`config.mk`:
```
export PLATFORM = sky130hd
export DESIGN_NAME = axi_ext_irq_ctrl
export DESIGN_NICKNAME = d
export VERILOG_FILES = /design/src/rtl/picosoc_irq_pkg.sv /design/src/rtl/irq_line_sampler.sv /design/src/rtl/axi_ext_irq_ctrl.sv
export SDC_FILE = /design/constraint.sdc
export NUM_CORES = 1
export LEC_CHECK = 0
export BUFFER_PORTS_ARGS = -buffer_cell sky130_fd_sc_hd__buf_2
export CORE_MARGIN = 2
export CORE_UTILIZATION = 45
export CTS_BUF_LIST = sky130_fd_sc_hd__clkbuf_16
export CTS_CLUSTER_DIAMETER = 60
export DETAILED_ROUTE_END_ITERATION = 7
export GPL_TIMING_DRIVEN = 1
export PLACE_DENSITY = 0.72
export RECOVER_POWER = 25
export SYNTH_ARGS = -nofsm -noshare
export SYNTH_HDL_FRONTEND = slang
export SYNTH_SLANG_ARGS = --single-unit
```
`constraint.sdc`:
```
create_clock -name clk -period 1.38 [get_ports clk]
set_input_delay 0.138 -clock clk [delete_from_list [all_inputs] [get_ports clk]]
set_output_delay 0.138 -clock clk [all_outputs]
set_load 0.1 [all_outputs]
```
`src/rtl/picosoc_irq_pkg.sv`:
```
`default_nettype none
//==============================================================================
// Package  : picosoc_irq_pkg
// Brief    : Register map and window decode shared by the external IRQ block.
// Revision : 1.0 - initial release
//==============================================================================
package picosoc_irq_pkg;

    localparam int IRQ_WIN_BYTES = 32;
    localparam int IRQ_OFF_W     = $clog2(IRQ_WIN_BYTES);

    localparam logic [IRQ_OFF_W-1:0] REG_PENDING = 5'h00;
    localparam logic [IRQ_OFF_W-1:0] REG_ENABLE  = 5'h04;
    localparam logic [IRQ_OFF_W-1:0] REG_EDGE    = 5'h08;
    localparam logic [IRQ_OFF_W-1:0] REG_RAW     = 5'h0C;
    localparam logic [IRQ_OFF_W-1:0] REG_SOFTSET = 5'h10;

    // Window is naturally aligned, so only the bits above the offset are compared.
    function automatic logic in_window(input logic [31:0] addr, input logic [31:0] base);
        return addr[31:IRQ_OFF_W] == base[31:IRQ_OFF_W];
    endfunction

endpackage
`default_nettype wire

```
`src/rtl/irq_line_sampler.sv`:
```
`default_nettype none
//==============================================================================
// Module   : irq_line_sampler
// Brief    : Input sampling stage plus rising-edge detect for the IRQ lines.
//            IRQ_SYNC_EN selects a 2-flop synchronizer instead of one register.
// Revision : 1.0 - initial release
//==============================================================================
module irq_line_sampler
    import picosoc_irq_pkg::*;
#(
    parameter int WIDTH = 8
) (
    input  logic             clk,
    input  logic             reset,
    input  logic [WIDTH-1:0] in,
    output logic [WIDTH-1:0] raw,
    output logic [WIDTH-1:0] rise
);

    logic [WIDTH-1:0] r_raw;
    logic [WIDTH-1:0] r_prev;

`ifdef IRQ_SYNC_EN
    logic [WIDTH-1:0] r_meta;

    always_ff @(posedge clk) begin
        if (reset) begin
            r_meta <= '0;
            r_raw  <= '0;
        end else begin
            r_meta <= in;
            r_raw  <= r_meta;
        end
    end
`else
    always_ff @(posedge clk) begin
        if (reset) begin
            r_raw <= '0;
        end else begin
            r_raw <= in;
        end
    end
`endif

    always_ff @(posedge clk) begin
        if (reset) begin
            r_prev <= '0;
        end else begin
            r_prev <= r_raw;
        end
    end

    assign raw  = r_raw;
    assign rise = r_raw & ~r_prev;

endmodule
`default_nettype wire

```
`src/rtl/axi_ext_irq_ctrl.sv`:
```
`default_nettype none
//==============================================================================
// Module   : axi_ext_irq_ctrl
// Brief    : External interrupt controller with AXI4-lite register window,
//            feeding the picorv32_axi irq vector. Optional macro: IRQ_SYNC_EN.
// Revision : 1.0 - initial release
//==============================================================================
module axi_ext_irq_ctrl
    import picosoc_irq_pkg::*;
#(
    parameter int          NUM_IRQ   = 8,
    parameter int          IRQ_BASE  = 4,
    parameter logic [31:0] BASE_ADDR = 32'h0300_0000
) (
    input  logic               clk,
    input  logic               reset,
    input  logic               mem_axi_awvalid,
    output logic               mem_axi_awready,
    input  logic [31:0]        mem_axi_awaddr,
    input  logic [2:0]         mem_axi_awprot,
    input  logic               mem_axi_wvalid,
    output logic               mem_axi_wready,
    input  logic [31:0]        mem_axi_wdata,
    input  logic [3:0]         mem_axi_wstrb,
    output logic               mem_axi_bvalid,
    input  logic               mem_axi_bready,
    input  logic               mem_axi_arvalid,
    output logic               mem_axi_arready,
    input  logic [31:0]        mem_axi_araddr,
    input  logic [2:0]         mem_axi_arprot,
    output logic               mem_axi_rvalid,
    input  logic               mem_axi_rready,
    output logic [31:0]        mem_axi_rdata,
    input  logic [NUM_IRQ-1:0] ext_irq,
    output logic [31:0]        irq
);

    logic               r_awready, r_aw_latched;
    logic [31:0]        r_awaddr;
    logic               r_wready, r_w_latched;
    logic [NUM_IRQ-1:0] r_wdata;
    logic [3:0]         r_wstrb;
    logic               r_bvalid;
    logic               r_arready, r_ar_latched;
    logic [31:0]        r_araddr;
    logic               r_rvalid;
    logic [31:0]        r_rdata;

    logic [NUM_IRQ-1:0] r_pending, r_enable, r_edge;
    logic [31:0]        r_irq;

    logic [NUM_IRQ-1:0] w_raw, w_rise, w_event, w_w1c, w_softset;
    logic               w_commit, w_wr_en;
    logic [IRQ_OFF_W-1:0] w_wr_off;
    logic [31:0]        w_rdata;
    logic               w_unused_ok;

    irq_line_sampler #(
        .WIDTH (NUM_IRQ)
    ) u_sampler (
        .clk   (clk),
        .reset (reset),
        .in    (ext_irq),
        .raw   (w_raw),
        .rise  (w_rise)
    );

    // Register update fires once per write, on the edge where bvalid rises.
    assign w_commit  = r_aw_latched & r_w_latched & ~r_bvalid;
    assign w_wr_en   = w_commit & in_window(r_awaddr, BASE_ADDR) & (r_wstrb == 4'hF);
    assign w_wr_off  = r_awaddr[IRQ_OFF_W-1:0];
    assign w_w1c     = (w_wr_en && w_wr_off == REG_PENDING) ? r_wdata : '0;
    assign w_softset = (w_wr_en && w_wr_off == REG_SOFTSET) ? r_wdata : '0;
    assign w_event   = (r_edge & w_rise) | (~r_edge & w_raw);

    always_comb begin
        w_rdata = '0;
        if (in_window(r_araddr, BASE_ADDR)) begin
            case (r_araddr[IRQ_OFF_W-1:0])
                REG_PENDING: w_rdata = 32'(r_pending);
                REG_ENABLE:  w_rdata = 32'(r_enable);
                REG_EDGE:    w_rdata = 32'(r_edge);
                REG_RAW:     w_rdata = 32'(w_raw);
                default:     w_rdata = '0;
            endcase
        end
    end

    always_ff @(posedge clk) begin
        if (reset) begin
            r_awready    <= 1'b0;
            r_aw_latched <= 1'b0;
            r_awaddr     <= '0;
            r_wready     <= 1'b0;
            r_w_latched  <= 1'b0;
            r_wdata      <= '0;
            r_wstrb      <= '0;
            r_bvalid     <= 1'b0;
            r_arready    <= 1'b0;
            r_ar_latched <= 1'b0;
            r_araddr     <= '0;
            r_rvalid     <= 1'b0;
            r_rdata      <= '0;
        end else begin
            if (r_awready) begin
                r_awready <= 1'b0;
                if (mem_axi_awvalid) begin
                    r_aw_latched <= 1'b1;
                    r_awaddr     <= mem_axi_awaddr;
                end
            end else if (mem_axi_awvalid && !r_aw_latched) begin
                r_awready <= 1'b1;
            end

            if (r_wready) begin
                r_wready <= 1'b0;
                if (mem_axi_wvalid) begin
                    r_w_latched <= 1'b1;
                    r_wdata     <= mem_axi_wdata[NUM_IRQ-1:0];
                    r_wstrb     <= mem_axi_wstrb;
                end
            end else if (mem_axi_wvalid && !r_w_latched) begin
                r_wready <= 1'b1;
            end

            if (w_commit) begin
                r_bvalid <= 1'b1;
            end else if (r_bvalid && mem_axi_bready) begin
                r_bvalid     <= 1'b0;
                r_aw_latched <= 1'b0;
                r_w_latched  <= 1'b0;
            end

            // rvalid blocks new reads, so the address latch can free up at load time.
            if (r_arready) begin
                r_arready <= 1'b0;
                if (mem_axi_arvalid) begin
                    r_ar_latched <= 1'b1;
                    r_araddr     <= mem_axi_araddr;
                end
            end else if (mem_axi_arvalid && !r_ar_latched && !r_rvalid) begin
                r_arready <= 1'b1;
            end

            if (r_ar_latched && !r_rvalid) begin
                r_rdata      <= w_rdata;
                r_rvalid     <= 1'b1;
                r_ar_latched <= 1'b0;
            end else if (r_rvalid && mem_axi_rready) begin
                r_rvalid <= 1'b0;
            end
        end
    end

    // Set terms are OR-ed after the clear mask so a coincident event wins.
    always_ff @(posedge clk) begin
        if (reset) begin
            r_pending <= '0;
            r_enable  <= '0;
            r_edge    <= '0;
            r_irq     <= '0;
        end else begin
            r_pending <= (r_pending & ~w_w1c) | w_event | w_softset;
            if (w_wr_en && w_wr_off == REG_ENABLE) begin
                r_enable <= r_wdata;
            end
            if (w_wr_en && w_wr_off == REG_EDGE) begin
                r_edge <= r_wdata;
            end
            r_irq <= 32'(r_pending & r_enable) << IRQ_BASE;
        end
    end

    assign w_unused_ok = ^{mem_axi_awprot, mem_axi_arprot, mem_axi_wdata};

    assign mem_axi_awready = r_awready;
    assign mem_axi_wready  = r_wready;
    assign mem_axi_bvalid  = r_bvalid;
    assign mem_axi_arready = r_arready;
    assign mem_axi_rvalid  = r_rvalid;
    assign mem_axi_rdata   = r_rdata;
    assign irq             = r_irq;

endmodule
`default_nettype wire
```
==> impl_metrics.json <==
{
  "synth-seq-cells": 140,
  "port_buffers": 111,
  "max-cap-violations": 0,
  "ios": 190,
  "critPathCaptureType": "register",
  "htreeDepth": 4,
  "cts_buffers": 17,
  "finalSetupTns_ns": -5.21,
  "synth_top_flop_cell": "dfxtp_1",
  "drt_first_pass_iters": 5,
  "slew_headroom_pct": 62.5,
  "fin_ws_ns": -0.223,
  "pwr-share-comb_pct": 14.8,
  "pwr-share-seq_pct": 41.7,
  "yosysTopAreaCellShare_pct": 49.3,
  "insertion_delay_ns": 0.42,
  "drv_slew": 0,
  "die-area_um2": 13500,
  "finish.utilization_pct": 64.6,
  "die_w_um": 116,
  "drive_gt1_share_pct": 23.9,
  "drt_iter0_markers": 195,
  "antenna_found_initial": 0,
  "irDropWorstVdd_mv": 0.823,
  "critPathSlowestCell": "or4_4",
  "violations": "setup timing",
  "status": "finished with violations",
  "clock_path_buffers": 2,
  "ant_nets": 0,
  "core_um2": 12500,
  "cp_cell_sequence": "nor4_4 -> nand4_1 -> or4_4 -> o21ai_1",
  "cts_tree": "yes",
  "clock-sinks": 140,
  "hp-class": "input port to register",
  "internal_power_mw": 7.45,
  "worst_setup_path_start_kind": "register",
  "rsz0062_at_grt": "true",
  "path_max_fanout": 8,
  "ys.warnings.count": 0,
  "antenna_cells": 0,
  "p_sw_mw": 2.87,
  "grt_pass1_vias": 5025,
  "synth.area.top_cells": "dfxtp_1 49%, nand2_1 13%, a21oi_1 8.3%",
  "hold_viol": 0,
  "rows": 41,
  "synth_edf_count": 0,
  "clkPwrFrac_pct": 43.6,
  "critPathRequiredTime_ns": 1.72,
  "postRouteWirelength_mm": 14.5,
  "drc": 0,
  "worstRegToRegCells": 4,
  "cellLeakagePower_nw": 3.30,
  "syn2layout_area_growth_pct": 41.7,
  "max_freq_ghz": 0.624,
  "routed-via-count": 5251,
  "yosys-top-cells-count": "199 x nand2_1, 140 x dfxtp_1, 94 x a21oi_1",
  "clk_pin_slew_ns": 0.06,
  "routed_via_density": 4.86,
  "grt_usage_pct": 22.1,
  "tightest_slew_ns": 0.562,
  "place_congestion": 0.786,
  "dpl.hpwl_mm": 9.23,
  "syn_area_um2": 5680,
  "grt_overflow": 0,
  "ys_seq_area_share_pct": 49.3,
  "die_h_um": 116,
  "final.period_utilization_pct": 116,
  "ys_types": 34,
  "whs_path_depth": 3,
  "initial_core_util_pct": 45.6,
  "power.density_nw_per_um2": 1280,
  "fin_crit_ns": 1.60,
  "netlist_instances": 686,
  "fin_nets": 1018,
  "synth_area_per_cell_um2": 8.29,
  "crit_type": "register to register",
  "p_sw_share_pct": 27.8,
  "grt_pass1_wl_mm": 23.3,
  "finClkSkew_ns": 0.0100,
  "setup_viol_count_final": 32,
  "yosysMostFrequentCell": "nand2_1",
  "critPathArrivalTime_ns": 1.95,
  "wl_per_cell_um": 13.4,
  "root_buffer": "clkbuf_16",
  "cpPeakStageDelay_ns": 0.62,
  "synth_top_cell_by_area": "dfxtp_1",
  "grt_max_degree": 55,
  "synthArstFlopShare_pct": 0
}
-- timing repair --
item,4_1_cts,5_1_grt
resized for setup,19,10
gates cloned,0,0
pin swaps,6,4
hold buffers,87,0
endpoints found under the hold margin,87,0
setup buffers,0,1
endpoints found under the setup margin,33,32
-- cell families (layout without fill, tap and decap cells) --
| kind of cell | after synthesis | in the layout | share of synthesized area [%] |
|---|---|---|---|
| and+or+nand+nor | 312 | 312 | 26.2 |
| other | 1 | 48 | 0.0660 |
| muxes | 17 | 17 | 3.02 |
| DFF | 140 | 140 | 49.3 |
| buffers and inverters | 94 | 270 | 9.60 |
| AOI/OAI and AO/OA | 122 | 122 | 11.8 |
-- final timing paths --
| path | start | endpoint | slack, ns |
|---|---|---|---|
| min reg2reg | mem_axi_awready | mem_axi_awready | 0.44 |
| min | mem_axi_araddr[19] | r_araddr[19] | 0.009 |
| max | r_araddr[20] | mem_axi_rdata[1] | -0.22 |
| max reg2reg | r_araddr[20] | mem_axi_rdata[1] | -0.22 |
-- cell usage in the layout, fill, tap and decap left out, drive strengths merged --
cell type,instances
nand2,199
buf,145
dfxtp,140
a21oi,94
dlygate4sd3,87
conb,48
clkbuf,23
nor2b,16
mux2i,16
nor2,12
nor3b,12
nand4,10
nand3,9
nor4b,9
nand2b,8
o211ai,8
and3,8
a221oi,8
o21ai,8
nor4,8
nand3b,5
inv,5
or3b,4
clkinvlp,4
and4,4
clkinv,4
and2,3
o21a,3
nor3,3
bufinv,2
or3,1
or4,1
mux2,1
a211oi,1
-- through the flow --
stage / setup WS, ns / hold slack (ns) / power [mW] / instance area [um^2] / cells
3_5_place_dp: -0.360 / 0.328 / 5.68 / 6500 / 963
6_report: -0.223 / 0.00869 / 10.3 / 8050 / 1081
3_3_place_gp: -0.335 / 0.325 / 5.68 / 6500 / 963
4_1_cts: -0.231 / 0.00466 / 10.4 / 8030 / 1080
5_1_grt: -0.312 / 0.0184 / 10.7 / 8050 / 1081
2_1_floorplan: -0.169 / 0.227 / 5.47 / 5950 / 733
-- worst max-delay path, delay by kind of cell, from the launching register on --
| family | cells | cell delay [ns] |
|---|---|---|
| AOI/OAI and AO/OA | 1 | 0.15 |
| DFF | 1 | 0.33 |
| and+or+nand+nor | 3 | 1.05 |
-- state kept, by name (all words and copies together) (netlist names) --
name	cells
r_araddr	32
r_awaddr	32
irq	8
mem_axi_rdata	8
r_edge	8
r_enable	8
r_pending	8
r_wdata	8
u_sampler.r_prev	8
u_sampler.raw	8
r_wstrb	4
mem_axi_arready	1
mem_axi_awready	1
mem_axi_bvalid	1
mem_axi_rvalid	1
mem_axi_wready	1
r_ar_latched	1
r_aw_latched	1
r_w_latched	1
-- power groups by stage --
stage | Combinational [mW] | Clock (mW) | Sequential [mW]
floorplan | 1.08 | 0 | 4.40
global placement | 1.31 | 0 | 4.37
detailed placement | 1.31 | 0 | 4.37
CTS | 1.51 | 4.55 | 4.29
global route | 1.63 | 4.75 | 4.31
finish | 1.53 | 4.49 | 4.30
-- final cells by class --
| type | instances | area, um^2 |
|---|---|---|
| fill | 1008 | 4410 |
| sequential | 140 | 2830 |
| multi-input combinational | 499 | 2650 |
| timing repair buffer | 237 | 1770 |
| clock buffer | 18 | 450 |
| tap | 172 | 215 |
| clock inverter | 13 | 138 |
| inverter | 2 | 7.51 |
-- metal layers --
| layer | part of all wire, % | up-vias | global-route usage [%] |
|---|---|---|---|
| met5 | 0 | - | 0 |
| met4 | 3.1 | 0 | 11.0 |
| met3 | 5.0 | 39 | 5.35 |
| met2 | 49 | 166 | 37.3 |
| met1 | 43 | 2410 | 26.3 |
| li1 | - | 2636 | - |
Power figures use the tool's default switching activity.
